<file path="src/rtl/mod_sub_serial.sv">
// mod_sub_serial: nibble-serial modular subtractor, result = (a - b) mod m.
// Pass 1 adds a + ~b + 1 one nibble per cycle; on borrow, pass 2 adds m back.
// Ports: clk, rst (async, active-high), start/a/b/m (request, sampled on
// accept), busy (not idle), done (1-cycle pulse), wrapped (add-back ran),
// result (held until the next operation completes).
module mod_sub_serial #(
  parameter int WIDTH = 16
) (
  input  logic             clk,
  input  logic             rst,
  input  logic             start,
  input  logic [WIDTH-1:0] a,
  input  logic [WIDTH-1:0] b,
  input  logic [WIDTH-1:0] m,
  output logic             busy,
  output logic             done,
  output logic             wrapped,
  output logic [WIDTH-1:0] result
);

  localparam int N  = WIDTH / 4;
  localparam int IW = (N > 1) ? $clog2(N) : 1;

  typedef enum logic [1:0] {
    IDLE,
    SUB,
    FIX,
    DONE
  } state_t;

  state_t           state;
  logic [WIDTH-1:0] op_a;
  logic [WIDTH-1:0] op_b;
  logic [WIDTH-1:0] m_r;
  logic [WIDTH-1:0] acc;
  logic             carry;
  logic [IW-1:0]    idx;

  logic [3:0]         x, y, p, g, c, sum4;
  logic               cout;
  logic [WIDTH+3:0]   acc_cat;
  logic [WIDTH-1:0]   acc_nx;
  logic [2*WIDTH-1:0] rot_a_cat, rot_b_cat;
  logic [WIDTH-1:0]   rot_a, rot_b;
  logic               last;

  // 4-bit carry-lookahead adder on the current low nibbles
  always_comb begin
    x = op_a[3:0];
    y = op_b[3:0];
    p = x ^ y;
    g = x & y;
    c[0] = carry;
    c[1] = g[0] | (p[0] & carry);
    c[2] = g[1] | (p[1] & g[0]) | (p[1] & p[0] & carry);
    c[3] = g[2] | (p[2] & g[1]) | (p[2] & p[1] & g[0])
         | (p[2] & p[1] & p[0] & carry);
    cout = g[3] | (p[3] & g[2]) | (p[3] & p[2] & g[1])
         | (p[3] & p[2] & p[1] & g[0])
         | (p[3] & p[2] & p[1] & p[0] & carry);
    sum4 = p ^ c;
  end

  // Concatenate-then-shift forms stay legal when WIDTH == 4
  always_comb begin
    acc_cat   = {sum4, acc};
    acc_nx    = acc_cat[WIDTH+3:4];
    rot_a_cat = {op_a, op_a} >> 4;
    rot_b_cat = {op_b, op_b} >> 4;
    rot_a     = rot_a_cat[WIDTH-1:0];
    rot_b     = rot_b_cat[WIDTH-1:0];
    last      = (idx == IW'(N - 1));
  end

  always_ff @(posedge clk or posedge rst) begin
    if (rst) begin
      state   <= IDLE;
      busy    <= 1'b0;
      done    <= 1'b0;
      wrapped <= 1'b0;
      result  <= '0;
      op_a    <= '0;
      op_b    <= '0;
      m_r     <= '0;
      acc     <= '0;
      carry   <= 1'b0;
      idx     <= '0;
    end else begin
      done <= 1'b0;
      unique case (state)
        IDLE: begin
          if (start) begin
            op_a  <= a;
            op_b  <= ~b;
            m_r   <= m;
            carry <= 1'b1;
            idx   <= '0;
            busy  <= 1'b1;
            state <= SUB;
          end
        end
        SUB, FIX: begin
          op_a  <= rot_a;
          op_b  <= rot_b;
          acc   <= acc_nx;
          carry <= cout;
          idx   <= idx + 1'b1;
          if (last) begin
            if (state == SUB && !cout) begin
              // borrow: add the modulus back to the difference
              op_a  <= acc_nx;
              op_b  <= m_r;
              carry <= 1'b0;
              idx   <= '0;
              state <= FIX;
            end else begin
              result  <= acc_nx;
              wrapped <= (state == FIX);
              done    <= 1'b1;
              state   <= DONE;
            end
          end
        end
        DONE: begin
          busy  <= 1'b0;
          state <= IDLE;
        end
        default: state <= IDLE;
      endcase
    end
  end

endmodule

</file>
<file path="config.mk">
export PLATFORM = sky130hd
export DESIGN_NAME = mod_sub_serial
export DESIGN_NICKNAME = d
export VERILOG_FILES = /design/src/rtl/mod_sub_serial.sv
export SDC_FILE = /design/constraint.sdc
export NUM_CORES = 1
export LEC_CHECK = 0
export CORE_AREA = 2 2 138 140
export DETAILED_ROUTE_END_ITERATION = 7
export DIE_AREA = 0 0 140 142
export PLACE_DENSITY = 0.46
export SLEW_MARGIN = 20
export SYNTH_ARGS = -nofsm -noshare
export SYNTH_HDL_FRONTEND = slang
export SYNTH_SLANG_ARGS = --single-unit
</file>
<file path="constraint.sdc">
create_clock -name clk -period 2.72 [get_ports clk]
set_input_delay 0.68 -clock clk [delete_from_list [all_inputs] [get_ports clk]]
set_output_delay 0.68 -clock clk [all_outputs]
set_load 0.03 [all_outputs]
</file>
==> reports/results.ini <==
[global_route]
overflow = 0
grt_pass1_wl_mm = 19.6
antenna_found_initial = 0
grt_max_degree = 64
grt.total_usage_pct = 12.6
first_global_vias = 3618

[critical_path]
crit_path_end_kind = flip-flop
arrival_ps = 2480
r2r_cells = 6
criticalPathCategory = flip-flop to flip-flop
crit_fanout = 12
cp-start-kind = flip-flop
cp.required_ps = 2950

[clock_tree]
numCtsBuffers = 9
holdBufCountCts = 0
clk_latency_ps = 350
cts_tree = done
cts_max_path_buffers = 2
clk_pin_slew_ps = 60
htreeDepth = 3
clock-sinks = 84
postCtsSetupRepairBufs = 0
ctsRootBufferMaster = clkbuf_16
cts_resized = 0

[yosys]
synth_warnings = 0
netlist_instances = 412
synth-compound-area-share_pct = 24.2
ys_ff_latch = 84
synth_nets = 473
synth_ff_type = dfrtp_1
synthAdderAreaFrac_pct = 3.05
syn_avg_cell_area_um2 = 10.5
yosysSeqAreaShare_pct = 48.4
synth_edf_count = 0
netlist_area_um2 = 4350
synth_top_family_by_area = compound AO/OA/AOI/OAI gates
synth.distinct_cells = 39
async_flop_share_pct = 100
muxShareOfSynthArea_pct = 12.2
yosys.area_share.simple_pct = 7.49
synth_xor_area_share_pct = 0.605

[floorplanning]
die_y_um = 142
fp.dieW_um = 140
dieArea_um2 = 19900
rows = 50
core_um2 = 18500
start_util_pct = 23.5
boundaryPins = 70

[detailed_routing]
wl_met3_um = 487
route.met2.wl_mm = 5.67
drt.antenna.violating_nets = 0
wl_met1_mm = 5.64
vias = 3441
routed_wl_mm = 12.0
top_layer_used = met4
drt_pass1_iterations = 8
drc = 1
wire_per_inst_um = 16.7
viasPerCell = 4.81
drt_iter0_markers = 243

[power_and_ir_drop]
cellPowerDensity_nw_per_um2 = 1540
ir_worst_vdd_mv = 0.536
leakage_nw = 2.24
p_total_mw = 8.74

[sta]
maxClockFrequency_mhz = 445
final-max-slew-violation-count = 0
min_period_over_period_pct = 82.6
tightest_slew_ps = 763
hold_viol_final = 0
fin_crit_ps = 2250
fin_setup_tns_ps = 0
rsz0062_at_grt = no
relSlewSlack_pct = 49.1
finalSetupViolations = 0
skew_ps = 4.13

[placed_design]
gp_congestion = 0.784
port_buffers = 69
dp.cells = 700
dpl.hpwl_mm = 8.19
dpl_cell_area_um2 = 5350

[finish]
fin_nets = 538
layout-drive-gt1-share_pct = 16.0
fin_util_pct = 30.8
syn_to_final_growth_pct = 30.8
final_cells = 716
diodes = 0
finish.instance_area_um2 = 5680

[job]
cap_violations = 0

[run_status]
failed_checks = DRC
outcome = finished, violations left

[worst_hold_path]
whs_path_depth = 2
min_path_type = flip-flop to flip-flop

[cell usage after synthesis, types with 2 or more instances]
| cell type | instances | area, um^2 |
|---|---|---|
| nand3_1 | 5 | 25.0 |
| ha_1 | 9 | 113 |
| a31oi_1 | 3 | 18.8 |
| nor3_1 | 2 | 10.0 |
| clkbuf_1 | 20 | 75.1 |
| buf_1 | 2 | 7.51 |
| o21ai_0 | 36 | 180 |
| mux2_1 | 8 | 90.1 |
| o211ai_1 | 60 | 450 |
| dfrtp_1 | 84 | 2100 |
| and3_1 | 14 | 87.6 |
| buf_2 | 7 | 35.0 |
| nand2_1 | 35 | 131 |
| inv_1 | 11 | 41.3 |
| nor2_1 | 6 | 22.5 |
| xnor2_1 | 2 | 17.5 |
| mux2_2 | 38 | 428 |
| nand4_1 | 2 | 12.5 |
| o21a_1 | 26 | 195 |
| a21oi_1 | 23 | 115 |
[sequential cells by signal (all words and copies together) (netlist names)]
signal,count
state,2
carry,1
busy,1
done,1
acc,12
wrapped,1
idx,2
result,16
m_r,16
op_a,16
op_b,16
[routing by layer]
layer  GRT usage [%]  vias to the layer above
met1            16.7                     1698
met3            3.23                       14
li1                -                     1666
met5               0                        -
met4            4.31                        0
met2            20.3                       63
[path summary, 6_finish.rpt]
kind,to,slack (ps),from
min in group asynchronous,m_r[6],580,rst
setup / recovery,result[6],470,op_a[2]
setup reg to reg,result[6],470,op_a[2]
hold / removal,idx[1],480,idx[1]
max in group asynchronous,result[14],1550,rst
hold reg to reg,idx[1],480,idx[1]
[power by group]
group          switching, mW  internal (mW)  total, mW
clock                  0.504          0.876       1.38
combinational           2.79           2.17       4.96
sequential             0.483           1.92       2.40
[cell type report]
cell class	count	area (um^2)
clock inverter	4	70.1
clock buffer	12	267
multi-input combinational	286	2070
timing repair buffer	85	836
fill	1872	12800
sequential	84	2100
inverter	11	45.0
tap	234	293
[cell families after synthesis]
kind of cell             count (synthesis)
multiplexers                            47
XOR/XNOR                                 3
adder cells (fa/ha/maj)                 10
AO/OA/AOI/OAI                          157
AND/OR/NAND/NOR                         69
flip-flops                              84
buffers and inverters                   42
[metrics by stage]
| step | setup slack, ps | hold slack [ps] |
|---|---|---|
| final | 473 | 479 |
| after global routing | 358 | 519 |
| after CTS | 456 | 478 |
| after detailed placement | 444 | 464 |
| after global placement | 435 | 454 |
| after floorplan | 642 | 443 |
[critical path, stage by stage (launching register included)]
cell     delay, ps
dfrtp_1        450
ha_1           460
nand3_2        130
o22a_2         290
a31oi_4        200
buf_4          240
mux2_2         360
[placed cells by master (no fill, tap or decap), types with 3 or more instances in the layout]
cell type,instances
inv_1,10
nand2_1,35
o211ai_1,60
and3_1,14
a31oi_1,3
a21oi_1,23
mux2_1,8
mux2_2,38
o21ai_0,36
dfrtp_1,84
clkdlybuf4s50_1,69
clkbuf_8,3
o21a_1,26
ha_1,8
buf_4,14
clkbuf_16,9
nor2_1,6
nand3_1,5
Power figures use the tool's default switching activity.
